## config.mk

```make
export PLATFORM = sky130hd
export DESIGN_NAME = fb_arbiter_flat
export DESIGN_NICKNAME = d
export VERILOG_FILES = /design/src/rtl/fb_arbiter_if.sv /design/src/rtl/fb_arbiter.sv /design/src/flat_wrapper.sv
export SDC_FILE = /design/constraint.sdc
export NUM_CORES = 1
export LEC_CHECK = 0
export BUFFER_PORTS_ARGS = -buffer_cell sky130_fd_sc_hd__buf_4
export CAP_MARGIN = 20
export CELL_PAD_IN_SITES_DETAIL_PLACEMENT = 0
export CELL_PAD_IN_SITES_GLOBAL_PLACEMENT = 2
export CORE_ASPECT_RATIO = 2
export CORE_MARGIN = 8
export CORE_UTILIZATION = 28
export DETAILED_ROUTE_END_ITERATION = 10
export GPL_ROUTABILITY_DRIVEN = 0
export GPL_TIMING_DRIVEN = 0
export PLACE_DENSITY = 0.87
export RECOVER_POWER = 25
export SLEW_MARGIN = 20
export SYNTH_ARGS = -nofsm -noshare
export SYNTH_HDL_FRONTEND = slang
export SYNTH_SLANG_ARGS = --single-unit
export TNS_END_PERCENT = 20
```

## constraint.sdc

```tcl
create_clock -name clk -period 2.7 [get_ports clk]
set_input_delay 0.54 -clock clk [delete_from_list [all_inputs] [get_ports clk]]
set_output_delay 0.54 -clock clk [all_outputs]
set_load 0.05 [all_outputs]
```

## src/rtl/fb_arbiter_if.sv

```systemverilog
// rtl/fb_arbiter_if.sv - framebuffer arbiter bus: timing generator, writers, RAM and pin-side outputs
interface fb_arbiter_if #(
   parameter int ADDR_W = 17
);
   logic [9:0]        pixel_x;
   logic [9:0]        pixel_y;
   logic              display_on;
   logic              hsync_in;
   logic              vsync_in;
   logic [1:0]        wr_req;
   logic [ADDR_W-1:0] wr_addr0;
   logic [ADDR_W-1:0] wr_addr1;
   logic [11:0]       wr_data0;
   logic [11:0]       wr_data1;
   logic [1:0]        wr_gnt;
   logic              wr_err;
   logic [ADDR_W-1:0] mem_addr;
   logic              mem_we;
   logic [11:0]       mem_wdata;
   logic [11:0]       mem_rdata;
   logic [11:0]       rgb;
   logic              hsync_out;
   logic              vsync_out;

   modport slave (
      input  pixel_x, pixel_y, display_on, hsync_in, vsync_in,
      input  wr_req, wr_addr0, wr_addr1, wr_data0, wr_data1, mem_rdata,
      output wr_gnt, wr_err, mem_addr, mem_we, mem_wdata, rgb, hsync_out, vsync_out
   );

   modport master (
      output pixel_x, pixel_y, display_on, hsync_in, vsync_in,
      output wr_req, wr_addr0, wr_addr1, wr_data0, wr_data1, mem_rdata,
      input  wr_gnt, wr_err, mem_addr, mem_we, mem_wdata, rgb, hsync_out, vsync_out
   );
endinterface

```

## src/rtl/fb_arbiter.sv

```systemverilog
// rtl/fb_arbiter.sv - single-port framebuffer RAM arbiter: scanout owns active video, writers share blanking
module fb_arbiter #(
   parameter int H_DISPLAY = 320,
   parameter int V_DISPLAY = 240,
   parameter int FB_WORDS  = H_DISPLAY * V_DISPLAY,
   parameter int ADDR_W    = 17
) (
   input logic         clk,
   input logic         reset_n,
   fb_arbiter_if.slave bus
);

   typedef enum logic [1:0] {
      CYC_IDLE,
      CYC_SCAN,
      CYC_WRITE
   } cyc_e;

   logic [ADDR_W-1:0] mem_addr_q, mem_addr_d;
   logic              mem_we_q, mem_we_d;
   logic [11:0]       mem_wdata_q, mem_wdata_d;
   logic [1:0]        wr_gnt_q, wr_gnt_d;
   logic              wr_err_q, wr_err_d;
   logic              last_grant_q, last_grant_d;
   logic [11:0]       rgb_q, rgb_d;
   logic [1:0]        tag_q, tag_d;
   logic [2:0]        hs_q, hs_d;
   logic [2:0]        vs_q, vs_d;

   cyc_e              cyc_sel;
   logic [1:0]        elig;
   logic              win;
   logic [ADDR_W-1:0] win_addr;
   logic [11:0]       win_data;
   logic              win_ok;
   logic [ADDR_W-1:0] scan_addr;

   // A writer's request is still up in its grant cycle (it only sees wr_gnt at the
   // next edge), so the bit currently granted is masked to avoid a double write.
   always_comb begin
      elig      = bus.wr_req & ~wr_gnt_q;
      win       = (&elig) ? ~last_grant_q : elig[1];
      win_addr  = win ? bus.wr_addr1 : bus.wr_addr0;
      win_data  = win ? bus.wr_data1 : bus.wr_data0;
      win_ok    = (win_addr < ADDR_W'(FB_WORDS));
      scan_addr = (ADDR_W'(bus.pixel_y) << 8) + (ADDR_W'(bus.pixel_y) << 6)
                + ADDR_W'(bus.pixel_x);
      if (bus.display_on) begin
         cyc_sel = CYC_SCAN;
      end else if (|elig) begin
         cyc_sel = CYC_WRITE;
      end else begin
         cyc_sel = CYC_IDLE;
      end
   end

   always_comb begin
      mem_addr_d   = mem_addr_q;
      mem_we_d     = 1'b0;
      mem_wdata_d  = mem_wdata_q;
      wr_gnt_d     = 2'b00;
      wr_err_d     = 1'b0;
      last_grant_d = last_grant_q;
      unique case (cyc_sel)
         CYC_SCAN: begin
            mem_addr_d = scan_addr;
         end
         CYC_WRITE: begin
            mem_addr_d   = win_addr;
            mem_wdata_d  = win_data;
            mem_we_d     = win_ok;
            wr_err_d     = ~win_ok;
            wr_gnt_d     = win ? 2'b10 : 2'b01;
            last_grant_d = win;
         end
         default: begin
         end
      endcase
   end

   // Tag needs two stages to gate rgb; syncs need three to land with rgb at the pins.
   always_comb begin
      tag_d = {tag_q[0], bus.display_on};
      hs_d  = {hs_q[1:0], bus.hsync_in};
      vs_d  = {vs_q[1:0], bus.vsync_in};
      rgb_d = tag_q[1] ? bus.mem_rdata : 12'h000;
   end

   always_ff @(posedge clk or negedge reset_n) begin
      if (!reset_n) begin
         mem_addr_q   <= '0;
         mem_we_q     <= 1'b0;
         mem_wdata_q  <= 12'h000;
         wr_gnt_q     <= 2'b00;
         wr_err_q     <= 1'b0;
         last_grant_q <= 1'b1;
         rgb_q        <= 12'h000;
         tag_q        <= 2'b00;
         hs_q         <= 3'b111;
         vs_q         <= 3'b111;
      end else begin
         mem_addr_q   <= mem_addr_d;
         mem_we_q     <= mem_we_d;
         mem_wdata_q  <= mem_wdata_d;
         wr_gnt_q     <= wr_gnt_d;
         wr_err_q     <= wr_err_d;
         last_grant_q <= last_grant_d;
         rgb_q        <= rgb_d;
         tag_q        <= tag_d;
         hs_q         <= hs_d;
         vs_q         <= vs_d;
      end
   end

   assign bus.mem_addr  = mem_addr_q;
   assign bus.mem_we    = mem_we_q;
   assign bus.mem_wdata = mem_wdata_q;
   assign bus.wr_gnt    = wr_gnt_q;
   assign bus.wr_err    = wr_err_q;
   assign bus.rgb       = rgb_q;
   assign bus.hsync_out = hs_q[2];
   assign bus.vsync_out = vs_q[2];

endmodule

```

## src/flat_wrapper.sv

```systemverilog
// flat-port wrapper written by rule: the top's interface ports become plain ports
module fb_arbiter_flat 
#(
   parameter int H_DISPLAY = 320,
   parameter int V_DISPLAY = 240,
   parameter int FB_WORDS  = H_DISPLAY * V_DISPLAY,
   parameter int ADDR_W    = 17
)
  (clk, reset_n, bus_pixel_x, bus_pixel_y, bus_display_on, bus_hsync_in, bus_vsync_in, bus_wr_req, bus_wr_addr0, bus_wr_addr1, bus_wr_data0, bus_wr_data1, bus_mem_rdata, bus_wr_gnt, bus_wr_err, bus_mem_addr, bus_mem_we, bus_mem_wdata, bus_rgb, bus_hsync_out, bus_vsync_out);
  fb_arbiter_if #(.ADDR_W(ADDR_W)) bus_i ();
  input logic clk;
  input logic reset_n;
  input wire logic [$bits(bus_i.pixel_x)-1:0] bus_pixel_x;
  input wire logic [$bits(bus_i.pixel_y)-1:0] bus_pixel_y;
  input wire logic [$bits(bus_i.display_on)-1:0] bus_display_on;
  input wire logic [$bits(bus_i.hsync_in)-1:0] bus_hsync_in;
  input wire logic [$bits(bus_i.vsync_in)-1:0] bus_vsync_in;
  input wire logic [$bits(bus_i.wr_req)-1:0] bus_wr_req;
  input wire logic [$bits(bus_i.wr_addr0)-1:0] bus_wr_addr0;
  input wire logic [$bits(bus_i.wr_addr1)-1:0] bus_wr_addr1;
  input wire logic [$bits(bus_i.wr_data0)-1:0] bus_wr_data0;
  input wire logic [$bits(bus_i.wr_data1)-1:0] bus_wr_data1;
  input wire logic [$bits(bus_i.mem_rdata)-1:0] bus_mem_rdata;
  output wire logic [$bits(bus_i.wr_gnt)-1:0] bus_wr_gnt;
  output wire logic [$bits(bus_i.wr_err)-1:0] bus_wr_err;
  output wire logic [$bits(bus_i.mem_addr)-1:0] bus_mem_addr;
  output wire logic [$bits(bus_i.mem_we)-1:0] bus_mem_we;
  output wire logic [$bits(bus_i.mem_wdata)-1:0] bus_mem_wdata;
  output wire logic [$bits(bus_i.rgb)-1:0] bus_rgb;
  output wire logic [$bits(bus_i.hsync_out)-1:0] bus_hsync_out;
  output wire logic [$bits(bus_i.vsync_out)-1:0] bus_vsync_out;
  assign bus_i.pixel_x = bus_pixel_x;
  assign bus_i.pixel_y = bus_pixel_y;
  assign bus_i.display_on = bus_display_on;
  assign bus_i.hsync_in = bus_hsync_in;
  assign bus_i.vsync_in = bus_vsync_in;
  assign bus_i.wr_req = bus_wr_req;
  assign bus_i.wr_addr0 = bus_wr_addr0;
  assign bus_i.wr_addr1 = bus_wr_addr1;
  assign bus_i.wr_data0 = bus_wr_data0;
  assign bus_i.wr_data1 = bus_wr_data1;
  assign bus_i.mem_rdata = bus_mem_rdata;
  assign bus_wr_gnt = bus_i.wr_gnt;
  assign bus_wr_err = bus_i.wr_err;
  assign bus_mem_addr = bus_i.mem_addr;
  assign bus_mem_we = bus_i.mem_we;
  assign bus_mem_wdata = bus_i.mem_wdata;
  assign bus_rgb = bus_i.rgb;
  assign bus_hsync_out = bus_i.hsync_out;
  assign bus_vsync_out = bus_i.vsync_out;
  fb_arbiter #(.H_DISPLAY(H_DISPLAY), .V_DISPLAY(V_DISPLAY), .FB_WORDS(FB_WORDS), .ADDR_W(ADDR_W)) u_core (.clk(clk), .reset_n(reset_n), .bus(bus_i));
endmodule
```

==> impl_metrics.json <==
{
  "worstReg2RegStart": "u_core.bus.wr_gnt[1]",
  "worst_skew_pair.late_latency_ns": 0.30,
  "relSlewSlack_pct": 9.05,
  "grt_max_degree": 55,
  "outcome": "completed",
  "clkSinkCount": 54,
  "route.antenna.remaining_nets": 0,
  "synth-warning-count": 0,
  "dr.first_iter.drc_count": 131,
  "yosysTopAreaCellShare_pct": 41.3,
  "grt_overflow_total": 0,
  "min_from": "u_core.tag_q[0]",
  "die_h_um": 159,
  "dieArea_um2": 13900,
  "critPathMaxFanout": 2,
  "reg2reg_setup_slack_ns": 0.90,
  "nature_of_the_critical_path_startpoint": "primary input",
  "postCtsSetupRepairBufs": 0,
  "finalHoldWorstSlack_ns": 0.352,
  "pre_cts_ws_ns": -0.216,
  "coreArea_um2": 10000,
  "avgSynthCellArea_um2": 9.82,
  "h_tree_lvl_count": 2,
  "static-leakage-power_uw": 0.00213,
  "via_count": 2715,
  "r2r.worst_path.cells": 5,
  "finalWorstPathRequiredPeriod_ns": 2.57,
  "cts_root_buffer": "sky130_fd_sc_hd__clkbuf_16",
  "worstPathArrival_ns": 2.78,
  "placed_area_um2": 4090,
  "ir_drop_mv": 0.334,
  "num_io_pins": 144,
  "timing.max_cap.violations": 0,
  "critPathBufInv": 3,
  "fin_tns_setup_ns": 0,
  "track_usage_pct": 15.3,
  "post_synth_instance_area_um2": 2850,
  "floorplan.die.width_um": 87.3,
  "postLayoutCellArea_um2": 4260,
  "hold_path.class": "reg -> reg",
  "synth.ff_latch_count": 54,
  "hold_violations": 0,
  "post_cts.resized_instances": 0,
  "initial_cell_density_of_the_core_pct": 28.4,
  "critical_path.slowest_cell": "sky130_fd_sc_hd__fa_1",
  "pwrdens_nw_per_um2": 642,
  "worst_clock_skew_ns": 0.00638,
  "critPathTopFamily": "adder cells",
  "pins_over_slew_limit": 0,
  "grt_pass1_wl_um": 15800,
  "clkSlewWorstSetupHoldPaths_ns": 0.07,
  "first_global_vias": 2962,
  "wirelength_um": 10400,
  "worst_hold_end": "u_core.tag_q[1]",
  "detail_route.drc_violations": 0,
  "cts_inserted_buffers": 5,
  "setup_viol_count_final": 0,
  "cp_common_cell": "sky130_fd_sc_hd__inv_1",
  "whs_path_depth": 0,
  "post_route_cells_drive_above_1_share_pct": 38.3,
  "layout_stage_area_growth_over_the_synthesis_result_pct": 49.5,
  "cp_cell_sequence": "buf_4, inv_1, fa_1, inv_1, ha_1, a211oi_2, nor2_1, a31o_1, or3_1, a31oi_1",
  "syn_inst": 290,
  "cpPeakStageDelay_ns": 0.60,
  "number_of_nets_produced_by_synthesis": 407,
  "yosysUniqueCellTypes": 40,
  "post_layout_nets": 557,
  "cts_tree": "done",
  "ys_seq_area_share_pct": 47.7,
  "worstSetupPathType": "in -> reg",
  "n_antenna_cell": 0,
  "endpoint_kind": "flip-flop",
  "synth_area_leaders": "sky130_fd_sc_hd__dfrtp_1 (41%), sky130_fd_sc_hd__ha_1 (7.5%), sky130_fd_sc_hd__nand2_1 (6.6%)",
  "crit-reg2reg-capture": "u_core.bus.mem_addr[14]",
  "clock_tree.buffer_depth": 2,
  "unrepaired_setup_endpoints_after_global_routing": "false",
  "dp.final_hpwl_um": 8540,
  "worst-slew-pin-transition_ns": 1.36,
  "worstPathRequired_ns": 2.91,
  "io_buffer_count": 143,
  "fmaxAchievable_mhz": 390,
  "postCtsHoldBufs": 0,
  "rows": 52,
  "antenna_found_initial": 0,
  "min_period_over_period_pct": 95.0,
  "dr.pass1.iters": 4,
  "routed_wire_length_per_instance_um": 18.0,
  "post_drt_via_cell_ratio": 4.71,
  "synth_top_cell_by_area": "sky130_fd_sc_hd__dfrtp_1",
  "layout_setup_ws_ns": 0.134
}
[per-layer routing]
| metal | vias to the layer above | wire [um] | GRT usage (%) |
|---|---|---|---|
| li1 | 1320 | - | - |
| met4 | 0 | 308 | 7.85 |
| met1 | 1283 | 3470 | 14.3 |
| met5 | - | 0 | 0 |
| met3 | 17 | 660 | 3.10 |
| met2 | 95 | 5940 | 29.6 |
[how the worst max path moves through the flow]
stage	start	to	cells past startpoint
5_1_grt	bus_pixel_y[0]	u_core.bus.mem_addr[16]	10
3_3_place_gp	bus_pixel_y[0]	u_core.bus.mem_addr[16]	10
2_1_floorplan	bus_pixel_y[0]	u_core.bus.mem_addr[16]	9
4_1_cts	bus_pixel_y[0]	u_core.bus.mem_addr[16]	10
3_5_place_dp	bus_pixel_y[0]	u_core.bus.mem_addr[16]	10
6_report	bus_pixel_y[0]	u_core.bus.mem_addr[16]	10
[final cells by class]
| cell class | instances | area (um^2) |
|---|---|---|
| repair buffers | 143 | 1070 |
| clock inverters | 3 | 45.0 |
| clock buffers | 5 | 125 |
| fillers | 1063 | 5760 |
| inverters | 11 | 41.3 |
| well taps | 135 | 169 |
| flip-flops and latches | 54 | 1360 |
| plain buffers | 16 | 72.6 |
| multi-input cells | 209 | 1380 |
[where the power goes]
part / switching (uW) / total [uW] / internal, uW
Combinational: 662 / 1030 / 371
Sequential: 50.9 / 964 / 914
Clock: 297 / 735 / 438
[sequential cells by signal, summed over array words and instances, names as in the netlist]
register / flops
u_core.bus.wr_err: 1
u_core.bus.mem_wdata: 12
u_core.bus.mem_addr: 17
u_core.hs_q: 3
u_core.tag_q: 2
u_core.bus.mem_we: 1
u_core.last_grant_q: 1
u_core.bus.rgb: 12
u_core.vs_q: 3
u_core.bus.wr_gnt: 2
[synthesized netlist by cell type]
cell,n
sky130_fd_sc_hd__o31a_1,1
sky130_fd_sc_hd__a211oi_2,1
sky130_fd_sc_hd__o21ai_2,1
sky130_fd_sc_hd__and2_1,13
sky130_fd_sc_hd__ha_1,17
sky130_fd_sc_hd__clkbuf_1,10
sky130_fd_sc_hd__o21ai_1,11
sky130_fd_sc_hd__o31ai_1,1
sky130_fd_sc_hd__o2111a_1,1
sky130_fd_sc_hd__nand2b_1,1
sky130_fd_sc_hd__a31o_1,2
sky130_fd_sc_hd__nand2_1,50
sky130_fd_sc_hd__a22oi_1,12
sky130_fd_sc_hd__o21a_1,2
sky130_fd_sc_hd__o311ai_1,1
sky130_fd_sc_hd__or3_1,3
sky130_fd_sc_hd__buf_2,4
sky130_fd_sc_hd__o21ai_0,12
sky130_fd_sc_hd__nor2b_4,1
sky130_fd_sc_hd__buf_4,2
sky130_fd_sc_hd__nand3b_1,1
sky130_fd_sc_hd__a21oi_1,6
sky130_fd_sc_hd__a311oi_1,11
sky130_fd_sc_hd__fa_1,3
sky130_fd_sc_hd__a311o_1,5
sky130_fd_sc_hd__dfstp_2,7
sky130_fd_sc_hd__mux2_2,1
sky130_fd_sc_hd__o311ai_0,1
sky130_fd_sc_hd__inv_1,11
sky130_fd_sc_hd__nor2_1,24
sky130_fd_sc_hd__a211o_1,1
sky130_fd_sc_hd__o21bai_1,1
sky130_fd_sc_hd__a21o_1,12
sky130_fd_sc_hd__a211oi_1,2
sky130_fd_sc_hd__nor2b_1,4
sky130_fd_sc_hd__a21oi_2,1
sky130_fd_sc_hd__o221ai_1,1
sky130_fd_sc_hd__a31oi_1,1
sky130_fd_sc_hd__xor2_1,4
sky130_fd_sc_hd__dfrtp_1,47
[worst reg2reg max path, cell delays in order, from the launching register on]
cell                       delay, ns
sky130_fd_sc_hd__dfrtp_1        0.38
sky130_fd_sc_hd__nand2b_1       0.20
sky130_fd_sc_hd__o21ai_2        0.18
sky130_fd_sc_hd__clkbuf_1       0.47
sky130_fd_sc_hd__a311oi_1       0.20
sky130_fd_sc_hd__a211o_1        0.26
[cell families after synthesis]
logic type | count (synthesis) | share of synthesized area (%)
muxes | 1 | 0.395
DFF | 54 | 47.7
buffers and inverters | 27 | 4.00
xor gates and xnor gates | 4 | 1.23
adders and majority gates | 20 | 9.57
and+or+nand+nor | 97 | 15.1
AOI/OAI and AO/OA | 87 | 22.0
[per-stage QoR]
| stage | util [%] | total power, uW | std cells |
|---|---|---|---|
| finish | 42.5 | 2730 | 576 |
| global route | 42.5 | 2870 | 576 |
| CTS | 42.5 | 2770 | 576 |
| detailed placement | 40.8 | 2030 | 568 |
| global placement | 40.8 | 2010 | 568 |
| floorplan | - | 1620 | 290 |
[placed cells by master (no fill, tap or decap), types with 2 or more instances in the layout]
cell type and instances:
sky130_fd_sc_hd__clkbuf_4 3, sky130_fd_sc_hd__nand2_1 50, sky130_fd_sc_hd__dfrtp_1 47, sky130_fd_sc_hd__a21o_1 12, sky130_fd_sc_hd__a22oi_1 12, sky130_fd_sc_hd__nor2b_1 4, sky130_fd_sc_hd__inv_1 11, sky130_fd_sc_hd__fa_1 3
sky130_fd_sc_hd__clkinvlp_4 2, sky130_fd_sc_hd__o21ai_0 12, sky130_fd_sc_hd__clkbuf_16 5, sky130_fd_sc_hd__xor2_1 4, sky130_fd_sc_hd__clkbuf_1 10, sky130_fd_sc_hd__o21a_1 2, sky130_fd_sc_hd__a211oi_1 2, sky130_fd_sc_hd__or3_1 3
sky130_fd_sc_hd__a311o_1 5, sky130_fd_sc_hd__a31o_1 2, sky130_fd_sc_hd__a311oi_1 11, sky130_fd_sc_hd__and2_0 2, sky130_fd_sc_hd__ha_1 17, sky130_fd_sc_hd__buf_2 4, sky130_fd_sc_hd__and2_1 11, sky130_fd_sc_hd__buf_4 141
sky130_fd_sc_hd__nor2_1 24, sky130_fd_sc_hd__dfstp_2 7, sky130_fd_sc_hd__o21ai_1 11, sky130_fd_sc_hd__a21oi_1 6
Power figures use the tool's default switching activity.
